[src/rtl/video_timing_pkg.sv]
// Shared video timing definitions: standard mode constants, sync polarity levels
// and the raster state encoding used by video_timing_gen and its axis counters.
package video_timing_pkg;

  typedef struct packed {
    int display;
    int front;
    int sync;
    int back;
  } axis_mode_t;

  localparam logic SYNC_ACTIVE_LOW  = 1'b0;
  localparam logic SYNC_ACTIVE_HIGH = 1'b1;

  // 640x480@60, 25.175 MHz pixel clock, negative syncs
  localparam axis_mode_t MODE_640X480_H = '{display: 640, front: 16, sync: 96,  back: 48};
  localparam axis_mode_t MODE_640X480_V = '{display: 480, front: 10, sync: 2,   back: 33};
  localparam logic       MODE_640X480_POL = SYNC_ACTIVE_LOW;

  // 800x600@60, 40 MHz pixel clock, positive syncs
  localparam axis_mode_t MODE_800X600_H = '{display: 800, front: 40, sync: 128, back: 88};
  localparam axis_mode_t MODE_800X600_V = '{display: 600, front: 1,  sync: 4,   back: 23};
  localparam logic       MODE_800X600_POL = SYNC_ACTIVE_HIGH;

  // 320x240 reduced test mode for fast simulation
  localparam axis_mode_t MODE_320X240_H = '{display: 320, front: 8,  sync: 32,  back: 40};
  localparam axis_mode_t MODE_320X240_V = '{display: 240, front: 3,  sync: 4,   back: 15};
  localparam logic       MODE_320X240_POL = SYNC_ACTIVE_LOW;

  typedef enum logic {
    ST_IDLE,
    ST_RUN
  } vtg_state_t;

  function automatic int axis_total(input axis_mode_t m);
    return m.display + m.front + m.sync + m.back;
  endfunction

endpackage

[src/rtl/vtg_axis_counter.sv]
// One raster axis (horizontal or vertical): position counter with wrap, a
// registered sync output and the visible decode of the position being loaded.
module vtg_axis_counter
  import video_timing_pkg::*;
#(
  parameter int   DISPLAY = 640,
  parameter int   FRONT   = 16,
  parameter int   SYNC    = 96,
  parameter int   BACK    = 48,
  parameter logic POL     = SYNC_ACTIVE_LOW,
  parameter int   POS_W   = 10
) (
  input  logic             clk,
  input  logic             reset,
  input  logic             load,
  input  logic             advance,
  output logic [POS_W-1:0] pos,
  output logic             wrap,
  output logic             sync,
  output logic             visible
);

  localparam int TOTAL      = DISPLAY + FRONT + SYNC + BACK;
  localparam int SYNC_START = DISPLAY + FRONT;
  localparam int SYNC_END   = SYNC_START + SYNC;

  logic [POS_W-1:0] pos_next;
  logic             sync_next;

  assign wrap = (pos == POS_W'(TOTAL - 1));

  always_comb begin
    pos_next = pos;
    if (load) begin
      pos_next = '0;
    end else if (advance) begin
      pos_next = wrap ? '0 : pos + POS_W'(1);
    end
  end

  // Decodes look at the position about to be registered so sync lines up with pos.
  assign sync_next = (pos_next >= POS_W'(SYNC_START)) && (pos_next < POS_W'(SYNC_END));
  assign visible   = (pos_next < POS_W'(DISPLAY));

  // NOTE: state registers use non-blocking assignments so every flop samples
  // pre-edge values regardless of block evaluation order.
  always_ff @(posedge clk or negedge reset) begin
    if (!reset) begin
      pos  <= '0;
      sync <= ~POL;
    end else if (load || advance) begin
      pos  <= pos_next;
      sync <= sync_next ? POL : ~POL;
    end
  end

endmodule

[src/rtl/video_timing_gen.sv]
// Raster timing generator: syncs, display enable and beam position from porch/sync
// parameters. Define VTG_FRAME_COUNT_EN to add the 16-bit frame_cnt output.
module video_timing_gen
  import video_timing_pkg::*;
#(
  parameter int   H_DISPLAY = MODE_640X480_H.display,
  parameter int   H_FRONT   = MODE_640X480_H.front,
  parameter int   H_SYNC    = MODE_640X480_H.sync,
  parameter int   H_BACK    = MODE_640X480_H.back,
  parameter int   V_DISPLAY = MODE_640X480_V.display,
  parameter int   V_FRONT   = MODE_640X480_V.front,
  parameter int   V_SYNC    = MODE_640X480_V.sync,
  parameter int   V_BACK    = MODE_640X480_V.back,
  parameter logic HSYNC_POL = SYNC_ACTIVE_LOW,
  parameter logic VSYNC_POL = SYNC_ACTIVE_LOW,
  parameter int   POS_W     = 10
) (
  input  logic             clk,
  input  logic             reset,
  input  logic             pix_ce,
  output logic             hsync,
  output logic             vsync,
  output logic             display_on,
  output logic [POS_W-1:0] hpos,
  output logic [POS_W-1:0] vpos,
`ifdef VTG_FRAME_COUNT_EN
  output logic [15:0]      frame_cnt,
`endif
  output logic             line_start,
  output logic             frame_start
);

  vtg_state_t state;
  logic       load;
  logic       h_advance;
  logic       v_advance;
  logic       h_wrap;
  logic       v_wrap;
  logic       h_visible;
  logic       v_visible;
  logic       frame_wrap;

  // The first pix_ce out of IDLE presents (0,0) instead of stepping past it.
  assign load       = pix_ce && (state == ST_IDLE);
  assign h_advance  = pix_ce && (state == ST_RUN);
  assign v_advance  = h_advance && h_wrap;
  assign frame_wrap = v_advance && v_wrap;

  vtg_axis_counter #(
    .DISPLAY (H_DISPLAY),
    .FRONT   (H_FRONT),
    .SYNC    (H_SYNC),
    .BACK    (H_BACK),
    .POL     (HSYNC_POL),
    .POS_W   (POS_W)
  ) u_h_axis (
    .clk     (clk),
    .reset   (reset),
    .load    (load),
    .advance (h_advance),
    .pos     (hpos),
    .wrap    (h_wrap),
    .sync    (hsync),
    .visible (h_visible)
  );

  vtg_axis_counter #(
    .DISPLAY (V_DISPLAY),
    .FRONT   (V_FRONT),
    .SYNC    (V_SYNC),
    .BACK    (V_BACK),
    .POL     (VSYNC_POL),
    .POS_W   (POS_W)
  ) u_v_axis (
    .clk     (clk),
    .reset   (reset),
    .load    (load),
    .advance (v_advance),
    .pos     (vpos),
    .wrap    (v_wrap),
    .sync    (vsync),
    .visible (v_visible)
  );

  // NOTE: with no pix_ce the flops simply keep their value; holding in a clocked
  // block is an enable, not a latch.
  always_ff @(posedge clk or negedge reset) begin
    if (!reset) begin
      state       <= ST_IDLE;
      display_on  <= 1'b0;
      line_start  <= 1'b0;
      frame_start <= 1'b0;
`ifdef VTG_FRAME_COUNT_EN
      frame_cnt   <= '0;
`endif
    end else if (pix_ce) begin
      state       <= ST_RUN;
      display_on  <= h_visible && v_visible;
      line_start  <= load || h_wrap;
      frame_start <= load || frame_wrap;
`ifdef VTG_FRAME_COUNT_EN
      if (frame_wrap) begin
        frame_cnt <= frame_cnt + 16'd1;
      end
`endif
    end
  end

endmodule

[config.mk]
export PLATFORM = sky130hd
export DESIGN_NAME = video_timing_gen
export DESIGN_NICKNAME = d
export VERILOG_FILES = /design/src/rtl/video_timing_pkg.sv /design/src/rtl/vtg_axis_counter.sv /design/src/rtl/video_timing_gen.sv
export SDC_FILE = /design/constraint.sdc
export NUM_CORES = 1
export LEC_CHECK = 0
export CAP_MARGIN = 20
export CORE_ASPECT_RATIO = 0.7
export CORE_MARGIN = 2
export CORE_UTILIZATION = 53
export DETAILED_ROUTE_END_ITERATION = 10
export HOLD_SLACK_MARGIN = 0.15
export PLACE_DENSITY = 0.77
export SYNTH_ARGS = -nofsm -noshare
export SYNTH_HDL_FRONTEND = slang
export SYNTH_SLANG_ARGS = --single-unit
[constraint.sdc]
create_clock -name clk -period 2.45 [get_ports clk]
set_clock_uncertainty 0.15 [all_clocks]
set_input_delay 0.245 -clock clk [delete_from_list [all_inputs] [get_ports clk]]
set_output_delay 0.245 -clock clk [all_outputs]
set_load 0.01 [all_outputs]
==> results of run 1 <==
-- state kept, by name, summed over array words and instances (netlist names) --
| register | cells |
|---|---|
| u_v_axis.pos | 10 |
| u_h_axis.pos | 10 |
| u_v_axis.sync | 1 |
| line_start | 1 |
| display_on | 1 |
| u_h_axis.sync | 1 |
| frame_start | 1 |
| state | 1 |
-- per-stage QoR --
| step | util, % | instances | setup slack, ns | power [mW] |
|---|---|---|---|---|
| finish | 65.5 | 253 | 0.179 | 1.11 |
| global route | 65.5 | 253 | 0.0224 | 1.17 |
| CTS | 65.1 | 253 | 0.161 | 1.11 |
| detailed placement | 63.3 | 249 | 0.195 | 0.828 |
| global placement | 63.3 | 249 | 0.242 | 0.827 |
| floorplan | - | 188 | 0.392 | 0.703 |
-- worst max path at each step --
| stage | start | end | slack [ns] |
|---|---|---|---|
| after global routing | u_h_axis.pos[1]$_DFFE_PN0P_ | display_on$_DFFE_PN0P_ | 0.02 |
| final | u_h_axis.pos[1]$_DFFE_PN0P_ | display_on$_DFFE_PN0P_ | 0.18 |
| after floorplan | u_h_axis.pos[0]$_DFFE_PN0P_ | display_on$_DFFE_PN0P_ | 0.39 |
| after detailed placement | pix_ce | display_on$_DFFE_PN0P_ | 0.20 |
| after global placement | u_h_axis.pos[1]$_DFFE_PN0P_ | u_v_axis.pos[2]$_DFFE_PN0P_ | 0.24 |
| after CTS | u_v_axis.pos[0]$_DFFE_PN0P_ | display_on$_DFFE_PN0P_ | 0.16 |
-- power by group --
part           leakage, nW  switching (mW)  internal [mW]
clock network       0.0288           0.142          0.144
registers            0.325          0.0659          0.473
logic                0.472           0.131          0.153
total                0.826           0.339          0.770
-- kinds of logic (layout without fill, tap and decap cells) --
family          count (synthesis)  in the layout  synth area share (%)
compound gates                 52             52                  20.7
simple gates                   79             79                  26.6
xor+xnor                        8              8                  3.98
flops                          26             26                  37.1
fa+ha+maj                       3              3                  2.13
mux                             1              1                 0.569
buf+inv                        19             46                  8.89
-- routing by layer --
layer  global-route usage (%)  vias up  part of all wire [%]
met2                     38.0       62                    42
met3                     5.38        7                   6.7
met5                        0        -                     0
li1                         -      754                     -
met4                     11.4        0                   1.7
met1                     38.4      757                    49
-- cell type report --
cell class | count | area share [%]
well taps | 38 | 2.29
multi-input cells | 143 | 46.4
flip-flops and latches | 26 | 31.5
clock buffers | 4 | 2.65
inverters | 7 | 1.27
repair buffers | 35 | 15.9
-- placed cells by master, fill, tap and decap left out, drive strengths merged, types with 2 or more instances in the layout --
master,synthesis,routed
or3,2,2
nor4,3,3
ha,3,3
a41oi,2,2
nor3b,3,3
xnor2,5,5
and4,4,4
a211oi,3,3
o21ai,13,13
nand3,4,4
buf,5,8
clkbuf,7,4
a21oi,9,9
a21o,4,4
a32o,2,2
dfstp,2,2
o22ai,2,2
o31ai,2,2
and2,5,5
clkdlybuf4s50,0,27
nor2,17,17
nor4b,3,3
nand4,6,6
nor3,6,6
inv,6,6
dfrtp,24,24
and3,4,4
xor2,3,3
a31oi,3,3
nand2,18,18
-- what timing repair did --
item	in CTS	in global routing
setup buffers	0	0
gates resized for setup	0	2
endpoints found under the setup margin	0	3
-- worst max-delay path, stage by stage, from the launching register on --
cell      delay [ns]
dfrtp_1         0.44
ha_1            0.24
and3_1          0.28
and3_2          0.30
a32oi_1         0.34
a211oi_1        0.11
o41ai_2         0.31
==> results.toml, run 1 <==
[clock_tree]
cts.path.max_buffers = 2
htreeDepth = 1
clk_pin_slew_ns = 0.09
cts_inserted_buffers = 3
clock_latency_ns = 0.28
clockRootBuffer = "clkbuf_8"
cts_tree = "done"
cts_sinks = 26
hold_buffers = 0

[routing]
drc = 0
route.vias.total = 1580
dr.pass1.iters = 4
drtIter0Drc = 185
final_antenna_net_count = 0
wl_um = 4340
routedWlPerCell_um = 17.1
via_per_inst = 6.25

[cells_and_area]
multi_input_area_um2 = 963
fillCellCount = 260
final_nets = 222
stdcell_area_um2 = 2080
regArea_um2 = 653
syn2layout_area_growth_pct = 18.0
drive_gt1_share_pct = 14.4
diodes = 0

[sta]
hold_ws_ns = 0.176
rsz0062_at_grt = "false"
tightest_slew_ns = 0.374
period_minus_slack_ns = 2.27
timing_hold_violations_final = 0
slew_viol_final = 0
period_share_pct = 92.7
setup_tns_ns = 0
setup_viol = 0
slew_headroom_pct = 74.8
fmax_ghz = 0.440

[critical_path]
worst_setup_path_start_kind = "flip-flop"
cp-end-kind = "flip-flop"
reg2reg_depth = 6
reg2reg_from = "u_h_axis.pos[1]$_DFFE_PN0P_"
crit_path_max_fanout = 7
cp.required_ns = 2.48
arrival_ns = 2.30
r2r_slack_ns = 0.18
worstSetupPathType = "reg -> reg"
r2r_end = "display_on$_DFFE_PN0P_"

[outcome]
status = "finished clean"

[floorplanning]
rows = 17
initial_utilization_pct = 55.5
coreArea_um2 = 3170
dieArea_um2 = 3800
io_pins = 28
die_h_um = 52.2
die_w_um = 72.9

[synth]
synth.area.top_cells = "dfrtp_1 (34%), clkbuf_8 (3.9%), nand2_1 (3.8%), nor2_1 (3.6%), o21ai_0 (3.1%)"
async_flop_share_pct = 100
avgSynthCellArea_um2 = 9.36
synth_edf_count = 0
netlist_instances = 188
ys_seq_area_share_pct = 37.1
yosysWarnings = 0
ys_top_cells_by_count = "dfrtp_1 (24), nand2_1 (18), nor2_1 (17), o21ai_0 (11), a21oi_1 (8)"
syn_nets = 194
synth_top_area_share_pct = 34.1
ys_ff_latch = 26
synth.largest_area_cell = "dfrtp_1"
yosysMostFrequentCell = "dfrtp_1"
yosys_most_used_dff = "dfrtp_1"
syn-cell-area_um2 = 1760
synth_cell_type_count = 62

[place]
dp_hpwl_um = 3120
io_buffers = 27
placed_cell_area_um2 = 2010
gp_congestion = 0.982

[grt]
grt_max_degree = 27
grt_use_total_pct = 26.4
grt_pass1_vias = 1561
grt_overflow = 0
grt_pass1_wl_um = 7580
antenna_found_initial = 0

[min_path]
min-delay-path-class = "in -> async"

[pwr]
leakagePower_nw = 0.826
power.density_nw_per_um2 = 534
irDropWorstVdd_mv = 0.354

[job]
max_cap_viol_count = 0
Power figures use the tool's default switching activity.
==> run 2, diff against run 1 <==
--- a/config.mk
+++ b/config.mk
@@ -11,7 +11,8 @@
 export CORE_UTILIZATION = 53
 export DETAILED_ROUTE_END_ITERATION = 10
 export HOLD_SLACK_MARGIN = 0.15
-export PLACE_DENSITY = 0.77
+export PLACE_DENSITY = 0.83
+export RECOVER_POWER = 50
 export SYNTH_ARGS = -nofsm -noshare
 export SYNTH_HDL_FRONTEND = slang
 export SYNTH_SLANG_ARGS = --single-unit
==> results.toml, run 2 (synthesis results as in run 1) <==
[floorplanning]
die_h_um = 52.2
coreArea_um2 = 3170
io_pins = 28
initial_utilization_pct = 55.5
rows = 17
dieArea_um2 = 3800
die_w_um = 72.9

[sta]
tightest_slew_ns = 1.46
rsz0062_at_grt = "false"
slew_viol_final = 0
slew_headroom_pct = 2.94
hold_ws_ns = 0.341
period_share_pct = 93.5
setup_viol = 0
period_minus_slack_ns = 2.29
setup_slack_ns = 0.160
timing_hold_violations_final = 0
fmax_ghz = 0.437
setup_tns_ns = 0

[clock_tree]
cts_inserted_buffers = 3
cts.path.max_buffers = 2
cts-resized-gates = 0
cts_sinks = 26
clock_latency_ns = 0.27
htreeDepth = 1
clk_pin_slew_ns = 0.09
clockRootBuffer = "clkbuf_8"
post_cts_buffers = 0
hold_buffers = 0
cts_tree = "done"

[critical_path]
cp-end-kind = "flip-flop"
worstSetupPathType = "reg -> reg"
cp.required_ns = 2.48
arrival_ns = 2.32
worst_setup_path_start_kind = "flip-flop"
crit_path_max_fanout = 7

[pwr]
leakagePower_nw = 0.829
power.density_nw_per_um2 = 537
irDropWorstVdd_mv = 0.292

[cells_and_area]
final_nets = 220
fillCellCount = 260
final_common_cell = "dfrtp_1"
reg_top3 = "u_h_axis.pos: 10 flops, u_v_axis.pos: 10 flops"
diodes = 0
layout_common_cells = "dfrtp_1 (24), nand2_1 (18), nor2_1 (17), clkdlybuf4s50_1 (15), dlygate4sd3_1 (12)"
stdcell_area_um2 = 2040
fin_cells = 251
drive_gt1_share_pct = 12.2
syn2layout_area_growth_pct = 15.9

[grt]
grt_pass1_wl_um = 7450
antenna_found_initial = 0
grt_pass1_vias = 1570
grt_use_total_pct = 25.6
grt_overflow = 0
grt_max_degree = 27

[routing]
route.vias.total = 1660
via_per_inst = 6.61
wl_um = 4580
routedWlPerCell_um = 18.3
drtIter0Drc = 295
drc = 0
dr.pass1.iters = 5
final_antenna_net_count = 0

[min_path]
min-delay-path-class = "reg -> reg"

[place]
gp_congestion = 0.984
io_buffers = 27
placed_cell_area_um2 = 1990
place.detailed.instances = 247
dp_hpwl_um = 3320
dp_slack_ns = 0.217

[outcome]
status = "finished clean"

[job]
max_cap_viol_count = 0
-- run 2: report_power, final --
group	switching, mW	internal, mW
Sequential	0.0640	0.473
Combinational	0.136	0.137
Clock	0.141	0.144
Total	0.341	0.754
-- run 2: worst paths after layout --
path | slack [ns] | depth (start not counted) | end | from
min in group asynchronous | 0.68 | 2 | u_h_axis.pos[0]$_DFFE_PN0P_ | reset
hold / removal | 0.34 | 1 | line_start$_DFFE_PN0P_ | line_start$_DFFE_PN0P_
hold reg to reg | 0.34 | 1 | line_start$_DFFE_PN0P_ | line_start$_DFFE_PN0P_
max in group asynchronous | 0.62 | 2 | u_v_axis.pos[9]$_DFFE_PN0P_ | reset
setup / recovery | 0.16 | 6 | display_on$_DFFE_PN0P_ | u_h_axis.pos[1]$_DFFE_PN0P_
setup reg to reg | 0.16 | 6 | display_on$_DFFE_PN0P_ | u_h_axis.pos[1]$_DFFE_PN0P_
-- run 2: worst max-delay path: stages, from the launching register on --
cell	delay, ns
dfrtp_1	0.45
ha_1	0.24
and3_1	0.28
and3_2	0.30
a32oi_1	0.36
a211oi_1	0.10
o41ai_2	0.31
-- run 2: layout make-up --
type / instances / area (µm²) / share of cell area [%]
multi-input combinational: 143 / 950 / 46.6
sequential: 26 / 653 / 32.0
timing repair buffer: 33 / 308 / 15.1
clock buffer: 4 / 55.1 / 2.70
tap: 38 / 47.5 / 2.33
inverter: 7 / 26.3 / 1.29
-- run 2: per-stage QoR --
stage                     power [mW]  util [%]
after global routing            1.15      64.4
after global placement         0.822      62.9
after floorplan                0.703         -
after CTS                       1.11      64.6
final                           1.10      64.4
after detailed placement       0.831      62.9
-- run 2: routing by layer --
metal	wire length [µm]	track usage, %
met3	473	8.85
met5	0	0
met1	1950	34.8
met4	121	8.02
met2	2040	38.3
==> run 3, diff against run 2 <==
--- a/config.mk
+++ b/config.mk
@@ -6,12 +6,14 @@
 export NUM_CORES = 1
 export LEC_CHECK = 0
 export CAP_MARGIN = 20
+export CELL_PAD_IN_SITES_DETAIL_PLACEMENT = 1
+export CELL_PAD_IN_SITES_GLOBAL_PLACEMENT = 1
 export CORE_ASPECT_RATIO = 0.7
 export CORE_MARGIN = 2
-export CORE_UTILIZATION = 53
+export CORE_UTILIZATION = 41
 export DETAILED_ROUTE_END_ITERATION = 10
 export HOLD_SLACK_MARGIN = 0.15
-export PLACE_DENSITY = 0.83
+export PLACE_DENSITY = 0.84
 export RECOVER_POWER = 50
 export SYNTH_ARGS = -nofsm -noshare
 export SYNTH_HDL_FRONTEND = slang
==> results.toml, run 3 (synthesis results as in run 1) <==
[sta]
setup_tns_ns = 0
timing_hold_violations_final = 0
fmax_ghz = 0.437
slew_headroom_pct = 0.167
hold_ws_ns = 0.336
slew_viol_final = 0
setup_viol = 0
rsz0062_at_grt = "false"
period_share_pct = 93.3
period_minus_slack_ns = 2.29
tightest_slew_ns = 1.50

[pwr]
switching_share_pct = 32.1
power.density_nw_per_um2 = 521
power_frac_comb_pct = 26.2
leakagePower_nw = 0.826
irDropWorstVdd_mv = 0.281
power.switching_mw = 0.344
power_frac_seq_pct = 50.5
internal-power_mw = 0.729
clkPwrFrac_pct = 23.3

[cells_and_area]
syn2layout_area_growth_pct = 17.1
layout_common_cells = "dfrtp_1 (24), nand2_1 (18), nor2_1 (17), clkdlybuf4s50_1 (16)"
final_common_cell = "dfrtp_1"
reg_top3 = "u_h_axis.pos: 10 flops, u_v_axis.pos: 10 flops"
final_nets = 221
diodes = 0
drive_gt1_share_pct = 13.1

[grt]
grt_overflow = 0
grt_max_degree = 27
grt_pass1_vias = 1670
grt_pass1_wl_um = 8480
antenna_found_initial = 0
grt_use_total_pct = 23.1

[routing]
dr.pass1.iters = 4
final_antenna_net_count = 0
routedWlPerCell_um = 18.9
via_per_inst = 6.11
wl_um = 5030
route.vias.total = 1626
drtIter0Drc = 165
drc = 0

[critical_path]
cpMaxStageDelayCell = "dfrtp_1"
reg2reg_depth = 7
cp_num_buf_inv = 1
crit_family = "simple AND/OR/NAND/NOR gates"
r2r_end = "display_on$_DFFE_PN0P_"
cp_cell_sequence = "inv_1 > ha_1 > and4bb_2 > nand4_1 > nand2_1 > o21ai_1 > o41ai_2"
cp-end-kind = "flip-flop"
r2r_slack_ns = 0.16
cp.depth = 7
critPathMaxStageDelay_ns = 0.50
reg2reg_from = "u_v_axis.pos[0]$_DFFE_PN0P_"
arrival_ns = 2.31
endpoint = "display_on$_DFFE_PN0P_"
cp.required_ns = 2.48
worst_setup_path_start_kind = "flip-flop"
critPathLaunch = "u_v_axis.pos[0]$_DFFE_PN0P_"
worstSetupPathType = "reg -> reg"
crit_path_max_fanout = 9

[clock_tree]
cts_tree = "done"
clock_latency_ns = 0.27
htreeDepth = 1
cts.path.max_buffers = 2
post_cts_buffers = 0
clk_pin_slew_ns = 0.09
cts_sinks = 26
cts_inserted_buffers = 3
clockRootBuffer = "clkbuf_8"

[floorplanning]
coreArea_um2 = 4020
rows = 19
io_pins = 28
die_h_um = 58.8
dieArea_um2 = 4840
die_w_um = 82.3
initial_utilization_pct = 43.8

[min_path]
min-delay-path-class = "reg -> reg"

[job]
max_cap_viol_count = 1

[outcome]
status = "finished, violations left"
violations = "max-capacitance violations"

[place]
io_buffers = 27
dp_hpwl_um = 3720
gp_congestion = 0.910
## run 3: final cells by class
cell class / instances / area (µm²)
clock buffer: 4 / 45.0
sequential: 26 / 653
multi-input combinational: 143 / 952
tap: 52 / 65.1
inverter: 7 / 26.3
timing repair buffer: 34 / 319
fill: 471 / 1960
## run 3: how the worst min path moves through the flow
stage                           start                           to  slack, ns  cells after the start
3_5_place_dp   display_on$_DFFE_PN0P_       display_on$_DFFE_PN0P_       0.33                      2
3_3_place_gp   line_start$_DFFE_PN0P_       line_start$_DFFE_PN0P_       0.32                      1
4_1_cts                         reset  u_h_axis.pos[2]$_DFFE_PN0P_       0.21                      2
5_1_grt        line_start$_DFFE_PN0P_       line_start$_DFFE_PN0P_       0.39                      1
6_report       line_start$_DFFE_PN0P_       line_start$_DFFE_PN0P_       0.34                      1
2_1_floorplan                   reset       display_on$_DFFE_PN0P_      -0.20                      0
## run 3: metal layers
layer / share of wire [%] / GRT usage [%]
met5: 0 / 0
met2: 46 / 34.7
met3: 4.8 / 3.83
met1: 48 / 35.2
met4: 1.1 / 4.52
## run 3: power groups by stage
stage | Combinational [mW] | Clock, mW | Sequential [mW]
global route | 0.309 | 0.275 | 0.553
global placement | 0.284 | 0 | 0.547
finish | 0.281 | 0.250 | 0.542
floorplan | 0.156 | 0 | 0.548
CTS | 0.298 | 0.261 | 0.544
detailed placement | 0.296 | 0 | 0.552
## run 3: timing repair
item                                    4_1_cts  5_1_grt
hold endpoints to repair                      0        0
endpoints found under the setup margin        0        1
gates resized for setup                       0        2
hold buffers                                  0        0
## run 3: stage by stage
step                      util (%)  area (µm²)  std cells  power, mW  worst slack [ns]
after floorplan                  -        1760        188      0.703             0.392
after global placement        50.2        2020        262      0.831             0.241
after detailed placement      50.2        2020        262      0.848            0.0895
after CTS                     51.3        2060        266       1.10             0.125
after global routing          51.3        2060        266       1.14            0.0176
final                         51.3        2060        266       1.07             0.163
